==> config.mk <==
export PLATFORM = sky130hd
export DESIGN_NAME = shift_rot_pipe
export DESIGN_NICKNAME = d
export VERILOG_FILES = /design/src/rtl/shift_rot_pipe.sv
export SDC_FILE = /design/constraint.sdc
export NUM_CORES = 1
export LEC_CHECK = 0
export ABC_AREA = 1
export CAP_MARGIN = 20
export CORE_ASPECT_RATIO = 0.8
export CORE_MARGIN = 8
export CORE_UTILIZATION = 50
export CTS_BUF_LIST = sky130_fd_sc_hd__clkbuf_4 sky130_fd_sc_hd__clkbuf_8
export CTS_CLUSTER_DIAMETER = 100
export DETAILED_ROUTE_END_ITERATION = 8
export PLACE_DENSITY = 0.73
export SYNTH_ARGS = -nofsm -noshare
export SYNTH_HDL_FRONTEND = slang
export SYNTH_SLANG_ARGS = --single-unit
==> constraint.sdc <==
create_clock -name i_clk -period 2.1 [get_ports i_clk]
set_input_delay 0.315 -clock i_clk [delete_from_list [all_inputs] [get_ports i_clk]]
set_output_delay 0.315 -clock i_clk [all_outputs]
set_load 0.01 [all_outputs]
==> src/rtl/shift_rot_pipe.sv <==
// Pipelined barrel shifter / rotator with a valid/ready handshake on both sides.
// The log2(WIDTH) shift levels are spread over PIPE register stages. Each stage
// carries its partial result together with the sign fill, mode, shift amount,
// tag, running carry and a valid bit. The whole pipe advances in lock-step
// whenever the output slot is free or is being drained.
module shift_rot_pipe #(
  parameter int WIDTH = 32,
  parameter int PIPE  = 2,
  parameter int TAG_W = 4
) (
  input  logic                     i_clk,
  input  logic                     i_rst_n,
  input  logic                     i_in_valid,
  output logic                     o_in_ready,
  input  logic [WIDTH-1:0]         i_x,
  input  logic [$clog2(WIDTH)-1:0] i_s,
  input  logic [2:0]               i_mode,
  input  logic [TAG_W-1:0]         i_tag_in,
  output logic                     o_out_valid,
  input  logic                     i_out_ready,
  output logic [WIDTH-1:0]         o_z,
  output logic                     o_carry,
  output logic [TAG_W-1:0]         o_tag_out
);

  localparam int SW = $clog2(WIDTH);

  typedef enum logic [2:0] {
    MODE_SLL = 3'b000,
    MODE_SRL = 3'b001,
    MODE_SRA = 3'b010,
    MODE_ROL = 3'b011,
    MODE_ROR = 3'b100
  } shiftMode_e;

  typedef struct packed {
    logic [WIDTH-1:0] data;
    logic             carry;
  } levelResult_t;

  // Applies barrel levels loLevel..hiLevel-1 to a partial result. The carry is
  // re-taken at every level that actually moves bits: for any level order the
  // last such level yields X[WIDTH-S] for left moves and X[S-1] for right
  // moves, which equals Z[0] for ROL and Z[WIDTH-1] for ROR. Pass-through
  // modes never touch data or carry, so S=0 and MODE 101..111 give Z=X, C=0.
  function automatic levelResult_t runLevels(
    input logic [WIDTH-1:0] dataIn,
    input logic             carryIn,
    input logic             fill,
    input logic [2:0]       mode,
    input logic [SW-1:0]    shamt,
    input int               loLevel,
    input int               hiLevel
  );
    levelResult_t     res;
    logic [WIDTH-1:0] d;
    logic [WIDTH-1:0] outBits;
    logic             isLeft;
    logic             isRight;
    int               sh;
    d         = dataIn;
    res.carry = carryIn;
    isLeft    = (mode == MODE_SLL) || (mode == MODE_ROL);
    isRight   = (mode == MODE_SRL) || (mode == MODE_SRA) || (mode == MODE_ROR);
    for (int k = 0; k < SW; k++) begin
      sh      = 1 << k;
      outBits = '0;
      if ((k >= loLevel) && (k < hiLevel) && shamt[k] && (isLeft || isRight)) begin
        if (isLeft) begin
          outBits = d >> (WIDTH - sh);
        end else begin
          outBits = d >> (sh - 1);
        end
        res.carry = outBits[0];
        case (mode)
          MODE_SLL: d = d << sh;
          MODE_SRL: d = d >> sh;
          MODE_SRA: d = (d >> sh) | ({WIDTH{fill}} << (WIDTH - sh));
          MODE_ROL: d = (d << sh) | (d >> (WIDTH - sh));
          MODE_ROR: d = (d >> sh) | (d << (WIDTH - sh));
          default:  d = d;
        endcase
      end
    end
    res.data = d;
    return res;
  endfunction

  // Stage registers; index PIPE-1 is the output slot.
  logic [WIDTH-1:0] r_data  [PIPE];
  logic             r_carry [PIPE];
  logic             r_fill  [PIPE];
  logic [2:0]       r_mode  [PIPE];
  logic [SW-1:0]    r_s     [PIPE];
  logic [TAG_W-1:0] r_tag   [PIPE];
  logic             r_valid [PIPE];

  // Combinational inputs to each stage and the result of its level slice.
  logic [WIDTH-1:0] w_inData  [PIPE];
  logic             w_inCarry [PIPE];
  logic             w_inFill  [PIPE];
  logic [2:0]       w_inMode  [PIPE];
  logic [SW-1:0]    w_inS     [PIPE];
  logic [TAG_W-1:0] w_inTag   [PIPE];
  logic             w_inValid [PIPE];
  levelResult_t     w_result  [PIPE];
  logic             w_advance;

  assign o_out_valid = r_valid[PIPE-1];
  assign o_z         = r_data[PIPE-1];
  assign o_carry     = r_carry[PIPE-1];
  assign o_tag_out   = r_tag[PIPE-1];
  assign o_in_ready  = !o_out_valid || i_out_ready;
  assign w_advance   = o_in_ready;

  // Route the primary inputs into stage 0 and each stage's registers into the next.
  always_comb begin
    w_inData[0]  = i_x;
    w_inCarry[0] = 1'b0;
    w_inFill[0]  = i_x[WIDTH-1];
    w_inMode[0]  = i_mode;
    w_inS[0]     = i_s;
    w_inTag[0]   = i_tag_in;
    w_inValid[0] = i_in_valid;
    for (int p = 1; p < PIPE; p++) begin
      w_inData[p]  = r_data[p-1];
      w_inCarry[p] = r_carry[p-1];
      w_inFill[p]  = r_fill[p-1];
      w_inMode[p]  = r_mode[p-1];
      w_inS[p]     = r_s[p-1];
      w_inTag[p]   = r_tag[p-1];
      w_inValid[p] = r_valid[p-1];
    end
  end

  // Each stage runs its own contiguous slice of levels; slices differ by at most one level.
  always_comb begin
    for (int p = 0; p < PIPE; p++) begin
      w_result[p] = runLevels(w_inData[p], w_inCarry[p], w_inFill[p], w_inMode[p],
                              w_inS[p], (p * SW) / PIPE, ((p + 1) * SW) / PIPE);
    end
  end

  // Lock-step advance; bubbles clear valid but keep the old payload so idle inputs never reach the outputs.
  always_ff @(posedge i_clk or negedge i_rst_n) begin
    if (!i_rst_n) begin
      for (int p = 0; p < PIPE; p++) begin
        r_valid[p] <= 1'b0;
        r_data[p]  <= '0;
        r_carry[p] <= 1'b0;
        r_fill[p]  <= 1'b0;
        r_mode[p]  <= '0;
        r_s[p]     <= '0;
        r_tag[p]   <= '0;
      end
    end else if (w_advance) begin
      for (int p = 0; p < PIPE; p++) begin
        r_valid[p] <= w_inValid[p];
        if (w_inValid[p]) begin
          r_data[p]  <= w_result[p].data;
          r_carry[p] <= w_result[p].carry;
          r_fill[p]  <= w_inFill[p];
          r_mode[p]  <= w_inMode[p];
          r_s[p]     <= w_inS[p];
          r_tag[p]   <= w_inTag[p];
        end
      end
    end
  end

endmodule

* Yosys cells after proc, flatten, opt, wreduce, memory -nomap -nowiden *
Index checks and enable logic that the tools add are counted.

word-level totals
  latch bits = 0
  memories = 0
  word-level logic and storage cells = 73
  bits in read-only memories = 0
  register bits = 85
  RAM bits = 0

cells by class
  bitwise operators = 14
  order comparisons = 0
  $mul = 0
  equality and inequality tests = 8
  shifts and indexed selects = 0
  add/sub/neg operators = 0
  divide/modulo/power cells = 0
  reductions and logical operators = 20
  multiplexer cells = 20

operators by type and width
  cell                                                  count
  case mux 32 bit (5 select lines)                      4
  2-to-1 mux 32 bit                                     5
  case mux 32 bit (4 select lines)                      1
  bitwise OR 16 x 32 -> 32 bit                          2
  bitwise OR 24 x 32 -> 32 bit                          2
  bitwise OR 28 x 32 -> 32 bit                          2
  bitwise OR 30 x 32 -> 32 bit                          2
  bitwise OR 31 x 32 -> 32 bit                          2
  bitwise OR 32 x 1 -> 32 bit                           1
  bitwise OR 32 x 2 -> 32 bit                           1
  bitwise OR 32 x 4 -> 32 bit                           1
  bitwise OR 32 x 8 -> 32 bit                           1
  equality test 3 x 2 -> 1 bit (second input constant)  4
  2-to-1 mux 1 bit                                      10
  logical OR 1 bit                                      9
  equality test 3 x 1 -> 1 bit (second input constant)  2
  equality test 3 bit (second input constant)           2
  logical NOT 3 bit                                     2
  logical AND 1 bit                                     5
  AND reduction 2 bit                                   2
  OR reduction 2 bit                                    1
  logical NOT 1 bit                                     1

* Logic depth before layout (Yosys ltp) *
Gate-level depths: netlist of the first run.

  word-level depth = 12
  gate-level depth with buffers = 13
  mapped depth without buffers = 12

* Least setup slack after synthesis of the first run *
OpenSTA, ideal clock, no wires.

  path kind = flip-flop to flip-flop
  start point = reg r_mode[3] (netlist name)
  end point = reg r_data (netlist bit o_z[21])
  path buffers = 1
  arrival = 1.544 ns
  setup slack = 0.432 ns
  stages on the path, launching flop included = 10
  library setup time = 0.124 ns
  cells stage by stage = dfrtp_1 > inv_2 > nand2_2 > nand2_4 > nand2_1 > nor2_1 > clkbuf_1 > nand2_1 > o211ai_1 > nand2_1

on the way
  word-level cells in the longest chain between the ends = 12
  elaborated cells between the ends (all ways) = 23

RTL lines
  element                                                                              line    source
  start, declared                                                                      93      logic [2:0] r_mode [PIPE];
  start signal, assigned by index                                                      163     r_mode[p] <= w_inMode[p];
  equality test 3 x 1 -> 1 bit / equality test 3 x 2 -> 1 bit (equally long branches)  64, 75
  logical OR 1 bit (2 in a row)                                                        64      isRight = (mode == MODE_SRL) || (mode == MODE_SRA) || (mode == MODE_ROR);
  logical OR 1 bit                                                                     68      if ((k >= loLevel) && (k < hiLevel) && shamt[k] && (isLeft || isRight)) begin
  logical AND 1 bit                                                                    68
  2-to-1 mux 32 bit                                                                    68
  bitwise OR 24 x 32 -> 32 bit (tied with other cells)                                 80      MODE_ROR: d = (d >> sh) | (d << (WIDTH - sh));
  case mux 32 bit (5 select lines)                                                     75      case (mode)
  2-to-1 mux 32 bit                                                                    68
  bitwise OR 16 x 32 -> 32 bit                                                         79, 80
  case mux 32 bit (4 select lines)                                                     75
  2-to-1 mux 32 bit *                                                                  68
  end signal, assigned by index                                                        160     r_data[p] <= w_result[p].data;
  end, declared                                                                        90      logic [WIDTH-1:0] r_data [PIPE];

Every way passes the cells marked *; elsewhere a longest branch is shown, timed or not.
A chain may end at the register's enable or synchronous reset.

* Worst setup path in the final report of the first run *
  start point = reg r_mode[5] (netlist name)
  end point = reg r_data (netlist bit o_z[31])

Same word-level chain as after synthesis.

==> impl_metrics.tcl, run 1 <==
set metrics [dict create \
    status "completed" \
    grt_overflow_total 0 \
    syn_avg_cell_area_sq_um 6.26 \
    dp_hpwl_microns 16400 \
    hp-class "primary input to async pin" \
    end_kind "register" \
    cts_buffers 9 \
    place_congestion 0.915 \
    drc_errors 0 \
    worstPathArrival_ns 2.24 \
    startpoint_type "register" \
    core_sq_mm 0.0135 \
    htree_levels 3 \
    cap_violations 0 \
    dr.pass1.iters 5 \
    synth_cells 1092 \
    worst-r2r-cell-count 13 \
    cts_tree "done" \
    post-place-ws_ns -0.330 \
    setup_viol 0 \
    wl_per_cell_microns 15.9 \
    cp_max_fo 18 \
    cts_root_buffer "clkbuf_8" \
    synth.yosys.seq_area_share 0.304 \
    clkTransAtPathRegs_ns 0.09 \
    crit_path_start "r_mode[5]" \
    post_cts_buffers 0 \
    synth-seq-cells 83 \
    place_area_sq_mm 0.00800 \
    r2r-start "r_mode[5]" \
    fmax_mhz 509 \
    via_per_inst 5.64 \
    yosys_warnings 0 \
    fillers 1323 \
    wirelength_microns 21500 \
    skew_ns 0.00751 \
    worst_slack_ns 0.134 \
    yosysUniqueCellTypes 33 \
    layout_common_cells "nand2_1 (365), nand3_1 (151), clkdlybuf4s50_1 (85)" \
    stdcell_area_sq_mm 0.00831 \
    vdd_drop_max_uv 575 \
    io_pins 87 \
    chipWidth_microns 147 \
    final_common_cell "nand2_1" \
    grt_pass1_vias 6957 \
    leakagePower_nw 4.01 \
    num-nets-final 1212 \
    relSlewSlack 0.553 \
    rows 38 \
    grt_pass1_wl_microns 35100 \
    die-area_sq_mm 0.0177 \
    n_antenna_cell 0 \
    drive_above_1_share 0.115 \
    drv_slew 0 \
    die_h_microns 121 \
    p_per_area_mw_per_mm2 954 \
    postRouteAntennaNets 0 \
    synth_area_sq_mm 0.00683 \
    drt_iter0_markers 854 \
    worst-setup-path-type "register to register" \
    port_buffers 86 \
    whs_ns 0.422 \
    cts.sinks 83 \
    area_growth_pct 21.6 \
    fin_crit_sh 0.936 \
    hold_viol 0 \
    num_vias 7614 \
    antenna_found_initial 0 \
    synth_fp_nets 1140 \
    clock_latency_ns 0.36 \
    cts_buffer_depth 2 \
    worstMarginPinSlew_ns 0.669 \
    grt_util_all_layers 0.240 \
    grt_max_degree 52 \
    required_ns 2.38 \
    initial_core_util 0.508 \
    period_minus_slack_ns 1.97 \
]
cell families (layout without fill, tap and decap cells):
logic type             Yosys count  count (layout)  share of synthesized area
AO/OA/AOI/OAI                  229             229                      0.190
buffers and inverters          171             248                      0.128
flip-flops                      83              83                      0.304
AND/OR/NAND/NOR                609             609                      0.378
what timing repair did:
action / in CTS / in global routing
resized for setup: 0 / 21
hold buffers: 1 / 0
hold endpoints to repair: 32 / 0
setup endpoints to repair: 0 / 30
sequential cells by signal (all words and copies together), names as in the netlist:
signal	flops
o_carry	1
o_out_valid	1
o_tag_out	4
o_z	32
r_carry	1
r_data	32
r_fill	1
r_mode	3
r_s	3
r_tag	4
r_valid	1
worst paths after layout:
| path | endpoint | slack [ns] |
|---|---|---|
| min reg2reg | o_z[22] | 0.48 |
| max reg2reg | o_z[31] | 0.13 |
| min in group i_clk | r_s[9] | 0.48 |
| min | r_valid[1] | 0.42 |
| max in group asynchronous | o_z[4] | 1.06 |
| max | o_z[31] | 0.13 |
Yosys cell counts, drive strengths merged:
master | n | area share
buf | 74 | 0.074
o211ai | 5 | 0.0062
and2 | 1 | 0.00092
a21oi | 75 | 0.055
dfrtp | 83 | 0.30
nor2 | 60 | 0.033
o2111ai | 1 | 0.0013
a21boi | 4 | 0.0044
inv | 64 | 0.036
clkbuf | 31 | 0.017
or2 | 26 | 0.024
nand3 | 153 | 0.11
nand2 | 369 | 0.21
o21ai | 106 | 0.080
clkinv | 2 | 0.0011
o22ai | 3 | 0.0027
a31oi | 11 | 0.010
o221ai | 24 | 0.031
cell type report:
cell class	instances	area [sq um]	share of cell area
multi-input combinational	838	3940	0.474
clock inverter	5	77.6	0.00934
clock buffer	11	139	0.0167
tap	180	225	0.0271
timing repair buffer	166	1600	0.192
sequential	83	2080	0.250
inverter	66	250	0.0301
layer usage:
metal | global-route usage | vias to the layer above | wire, microns
met4 | 0.0584 | 0 | 315
met2 | 0.379 | 305 | 9630
met1 | 0.334 | 3550 | 9780
met5 | 0 | - | 0
met3 | 0.0459 | 29 | 1740
li1 | - | 3730 | -
where the power goes:
group,internal [W],total [W],switching (W),leakage (nW)
Combinational,0.00180,0.00416,0.00236,2.89
Clock,0.000693,0.00129,0.000597,0.110
Sequential,0.00208,0.00247,0.000395,1.01
Total,0.00457,0.00792,0.00335,4.01
critical path, cell delays in order, from the launching register on:
cell,delay (ns)
dfrtp_2,0.46
inv_2,0.10
nand3_1,0.17
nand3_4,0.15
buf_12,0.16
buf_4,0.14
nand2_1,0.05
nand2_1,0.10
nand2_1,0.07
nand2_1,0.10
nand3_1,0.08
nand2_1,0.08
nand2_1,0.04
o21ai_0,0.15
per-stage QoR:
step / total power [W] / util / instances / TNS (ns)
after floorplan: 0.00525 / - / 1092 / 0
after global placement: 0.00650 / 0.595 / 1331 / -2.56
after detailed placement: 0.00654 / 0.595 / 1331 / -4.24
after CTS: 0.00783 / 0.612 / 1348 / 0
after global routing: 0.00850 / 0.617 / 1349 / -0.0121
final: 0.00792 / 0.617 / 1349 / 0
No activity file was read; power rests on OpenSTA's default activity.
==> inputs of run 2 (changes only) <==
Settings changed: CELL_PAD_IN_SITES_DETAIL_PLACEMENT set to 0, CELL_PAD_IN_SITES_GLOBAL_PLACEMENT set to 1, CORE_UTILIZATION 50 to 41, PLACE_DENSITY 0.73 to not set, PLACE_DENSITY_LB_ADDON set to 0.1.
==> run 2 against run 1 <==
Effect of this change:
- setup slack worse by 0.025 ns
- non-clock buffer count up 37
- sequential power about the same
- worst hold slack worse by 0.030 ns
- cell area up 5.3%
- critical path type unchanged
- largest power group unchanged
- highest routed layer unchanged
- first-iteration DRC count down 24%
==> impl_metrics.tcl, run 2 (synthesis gave the netlist of run 1 again) <==
set metrics [dict create \
    chipWidth_microns 160 \
    grt_max_degree 56 \
    io_pins 87 \
    grt_util_all_layers 0.209 \
    crit_chain "inv_4, nand3_2, buf_4, nand3_4, buf_12, buf_12, nand2_1, nand2_1, nand3_1, nand3_1, o21ai_2, o21ai_1, nand2_1, nand2_1" \
    cts_buffers 9 \
    num-nets-final 1249 \
    grt_pass1_vias 7128 \
    hp-class "primary input to async pin" \
    vdd_drop_max_uv 497 \
    htree_levels 3 \
    core_sq_mm 0.0164 \
    cts.sinks 83 \
    end_kind "register" \
    cp_num_cells 14 \
    antenna_found_initial 0 \
    drv_slew 0 \
    cts_root_buffer "clkbuf_8" \
    status "completed" \
    grt_pass1_wl_microns 36900 \
    port_buffers 86 \
    crit_path_start "r_mode[5]" \
    grt_overflow_total 0 \
    worst_slack_ns 0.110 \
    via_per_inst 5.32 \
    rsz0062_at_grt "true" \
    worstMarginPinSlew_ns 0.564 \
    postLayoutCoreUtil 0.532 \
    cts_buffer_depth 2 \
    drive_above_1_share 0.154 \
    hold_viol 0 \
    skew_ns 0.0114 \
    die_h_microns 131 \
    path_buf_inv 4 \
    clkTransAtPathRegs_ns 0.09 \
    clock_latency_ns 0.38 \
    drt_iter0_markers 646 \
    post-place-ws_ns -0.315 \
    drc_errors 0 \
    rows 42 \
    r2r-start "r_mode[5]" \
    wl_per_cell_microns 15.8 \
    worstPathArrival_ns 2.31 \
    dr.pass1.iters 5 \
    crit_family "simple AND/OR/NAND/NOR gates" \
    cp_max_fo 12 \
    r2r_end "o_z[10]" \
    crit_slowest_cell "dfrtp_2" \
    postRouteAntennaNets 0 \
    worst-r2r-cell-count 14 \
    fillers 1717 \
    cap_violations 0 \
    startpoint_type "register" \
    dp_hpwl_microns 17200 \
    cts_tree "done" \
    n_antenna_cell 0 \
    rrSetupSlack_ns 0.11 \
    max_stage_delay_ns 0.45 \
    final_common_cell "nand2_1" \
    fmax_mhz 502 \
    die-area_sq_mm 0.0211 \
    setup_viol 0 \
    wirelength_microns 22500 \
    fin_crit_sh 0.948 \
    endpoint "o_z[10]" \
    area_growth_pct 28.0 \
    num_vias 7590 \
    relSlewSlack 0.624 \
    worst-setup-path-type "register to register" \
    leakagePower_nw 4.23 \
    period_minus_slack_ns 1.99 \
    required_ns 2.42 \
    p_per_area_mw_per_mm2 928 \
    initial_core_util 0.415 \
    cp_common_cell "nand2_1" \
    layout_common_cells "nand2_1 (359), nand3_1 (147), buf_4 (100)" \
    place_congestion 0.873 \
]
## run 2: cell types whose count changed in the layout (fill, tap and decap cells not counted), moves of 4 or more
cell | before | now
buf_4 | 68 | 100
buf_12 | 9 | 13
inv_6 | 0 | 4
nand3_2 | 1 | 5
nand3_1 | 151 | 147
nand2_1 | 365 | 359
nand2_2 | 2 | 7
## run 2: power by group
part	leakage, nW	switching (W)	total (W)	internal, W
registers	1.01	0.000394	0.00247	0.00208
logic	3.12	0.00245	0.00452	0.00207
clock network	0.0967	0.000671	0.00112	0.000451
## run 2: final cells by class
cell class                 count  area, sq um  area share
clock buffer                   9          124      0.0142
clock inverter                 7         56.3     0.00644
inverter                      66          256      0.0293
multi-input combinational    838         3990       0.456
sequential                    83         2080       0.238
tap                          220          275      0.0315
timing repair buffer         203         1960       0.225
## run 2: worst min-delay path by stage
stage	startpoint	slack, ns	to
global route	i_mode[1]	0.43	r_mode[4]
CTS	i_rst_n	0.41	r_mode[4]
global placement	i_rst_n	0.27	r_mode[4]
detailed placement	i_rst_n	0.27	r_mode[4]
finish	i_rst_n	0.39	r_mode[4]
floorplan	i_rst_n	0.02	o_carry
## run 2: per-stage QoR
step	hold WS [ns]	total power [W]	area (sq um)	setup TNS (ns)	std cells
3_3_place_gp	0.266	0.00677	8330	-4.11	1401
2_1_floorplan	0.0194	0.00525	6830	0	1092
5_1_grt	0.426	0.00877	8750	-0.226	1426
3_5_place_dp	0.266	0.00678	8330	-5.02	1401
6_report	0.391	0.00812	8750	0	1426
4_1_cts	0.405	0.00793	8520	0	1418
## run 2: layer usage
layer | track usage | share of wire | vias to the layer above | routed length (microns)
met2 | 0.314 | 0.43 | 220 | 9710
met1 | 0.307 | 0.51 | 3542 | 11400
li1 | - | - | 3806 | -
met3 | 0.0390 | 0.052 | 22 | 1170
met4 | 0.0409 | 0.010 | 0 | 236
met5 | 0 | 0 | - | 0
## run 2: repair_timing
action	in CTS	in global routing
gates cloned	0	3
hold buffers	1	0
setup endpoints to repair	3	43
pin swaps	0	7
setup buffers	0	5
endpoints found under the hold margin	28	0
resized for setup	3	40
==> inputs of run 3 (changes only) <==
Settings changed: GPL_ROUTABILITY_DRIVEN set to 0.
==> run 3 against run 2 <==
Effect of this change:
- total power grew 1.6%
- clock skew is 0.00083 ns lower
- worst hold slack got worse by 0.0015 ns
- register-to-register slack got worse by 0.03 ns
- sequential cell count did not move
- via count grew 0.26%
- sequential share of layout area down 0.26 points
- sequential power barely moved
- clock power is 4% higher
- setup slack worse by 0.027 ns
- cell area is 1.0% higher
- critical path depth up 1
- largest cell class unchanged
- largest power group unchanged
- highest routed layer unchanged
==> impl_metrics.tcl, run 3 (synthesis gave the netlist of run 1 again) <==
set metrics [dict create \
    cts.sinks 83 \
    rows 42 \
    place_area_sq_mm 0.00834 \
    cts_tree "done" \
    layout.cells.non_filler 1425 \
    worst_slack_ns 0.0830 \
    setup_viol 0 \
    cts_buffers 9 \
    cts_buffer_depth 2 \
    chipWidth_microns 160 \
    required_ns 2.42 \
    worst-r2r-cell-count 15 \
    antenna_found_initial 0 \
    regArea_sq_mm 0.00208 \
    grt_pass1_vias 7114 \
    final_common_cell "nand2_1" \
    die_h_microns 131 \
    dp_hpwl_microns 17100 \
    skew_ns 0.0105 \
    initial_core_util 0.415 \
    die-area_sq_mm 0.0211 \
    wirelength_microns 22700 \
    p_int_w 0.00467 \
    clkPwrFrac 0.142 \
    r2r_end "o_z[8]" \
    drt_iter0_markers 559 \
    p_seq_frac 0.299 \
    worst-setup-path-type "register to register" \
    clkTransAtPathRegs_ns 0.10 \
    drc_errors 0 \
    post-place-ws_ns -0.315 \
    stdcell_area_sq_mm 0.00883 \
    rsz0062_at_grt "true" \
    port_buffers 86 \
    grt_max_degree 56 \
    worstMarginPinSlew_ns 0.498 \
    htree_levels 3 \
    core_sq_mm 0.0164 \
    dr.pass1.iters 5 \
    period_minus_slack_ns 2.02 \
    grt_overflow_total 0 \
    end_kind "register" \
    hp-class "primary input to async pin" \
    vdd_drop_max_uv 568 \
    startpoint_type "register" \
    relSlewSlack 0.668 \
    wl_per_cell_microns 15.9 \
    clock_latency_ns 0.38 \
    combPwrFrac 0.559 \
    rrSetupSlack_ns 0.08 \
    fillers 1670 \
    via_per_inst 5.34 \
    drive_above_1_share 0.154 \
    area_growth_pct 29.3 \
    status "completed" \
    hold_viol 0 \
    num-nets-final 1248 \
    layout_common_cells "nand2_1 (358), nand3_1 (146), buf_4 (92)" \
    leakagePower_nw 4.24 \
    fmax_mhz 496 \
    placed_cells 1399 \
    n_antenna_cell 0 \
    r2r-start "r_mode[3]" \
    fin_crit_sh 0.960 \
    drv_slew 0 \
    io_pins 87 \
    p_per_area_mw_per_mm2 933 \
    worstPathArrival_ns 2.34 \
    switchingPower_w 0.00358 \
    swShare 0.434 \
    num_vias 7610 \
    grt_util_all_layers 0.210 \
    cap_violations 0 \
    postRouteAntennaNets 0 \
    grt_pass1_wl_microns 36800 \
    cp_max_fo 5 \
    cts_root_buffer "clkbuf_8" \
    multi_input_area_sq_mm 0.00401 \
]
==> run 3: cell types whose count changed in the layout (fill, tap and decap cells not counted), moves of 2 or more <==
cell / delta
buf_6: +2
clkinv_2: -2
dfrtp_1: +2
or2_4: +2
clkinvlp_4: +2
dfrtp_2: -2
or2_1: -2
buf_4: -8
buf_12: +3
==> run 3: final cells by class <==
cell class,count,share of cell area
clock buffers,9,0.0140
clock inverters,7,0.00779
repair buffers,202,0.229
multi-input cells,838,0.454
inverters,66,0.0287
flip-flops and latches,83,0.235
well taps,220,0.0312
==> run 3: routing by layer <==
layer	vias to the layer above	wire, microns	track usage
met5	-	0	0
met2	215	9950	0.321
met4	0	167	0.0316
met1	3573	11300	0.306
met3	16	1250	0.0403
li1	3806	-	-
==> run 3: power by group through the flow <==
stage	Combinational (W)	Clock, W	Sequential [W]
2_1_floorplan	0.00290	0	0.00235
3_3_place_gp	0.00427	0	0.00249
3_5_place_dp	0.00429	0	0.00249
4_1_cts	0.00431	0.00118	0.00247
5_1_grt	0.00508	0.00126	0.00254
6_report	0.00461	0.00117	0.00247
==> run 3: worst max-delay path: stages (launching register included) <==
cell,delay (ns)
dfrtp_1,0.44
inv_2,0.10
nand3_1,0.09
buf_4,0.15
nand3_4,0.09
buf_12,0.12
clkbuf_16,0.13
nand2_1,0.04
nand2_1,0.12
nand3_1,0.08
nand3_1,0.07
o21ai_1,0.08
o21ai_1,0.19
buf_4,0.17
nand2_1,0.05
nand2_1,0.05
==> run 3: per-stage QoR <==
stage | hold WS [ns] | power, W | setup TNS, ns | utilization
2_1_floorplan | 0.0194 | 0.00525 | 0 | -
3_3_place_gp | 0.265 | 0.00676 | -4.29 | 0.507
3_5_place_dp | 0.275 | 0.00678 | -4.84 | 0.507
4_1_cts | 0.408 | 0.00796 | 0 | 0.519
5_1_grt | 0.447 | 0.00888 | -0.234 | 0.537
6_report | 0.390 | 0.00825 | 0 | 0.537
==> run 3: how the worst max path moves through the flow <==
stage,start,to,cells after the start
2_1_floorplan,r_mode[3],o_z[21],9
3_3_place_gp,i_mode[1],r_data[36],13
3_5_place_dp,i_mode[1],r_data[56],12
4_1_cts,r_mode[4],o_z[1],11
5_1_grt,r_mode[3],o_z[23],14
6_report,r_mode[3],o_z[8],15
==> run 3: timing repair <==
action	CTS	global route
gates resized for setup	2	43
gates cloned	0	4
pin swaps	0	12
buffers inserted	0	5
hold buffers	1	0
endpoints found under the hold margin	28	0
setup endpoints to repair	2	40
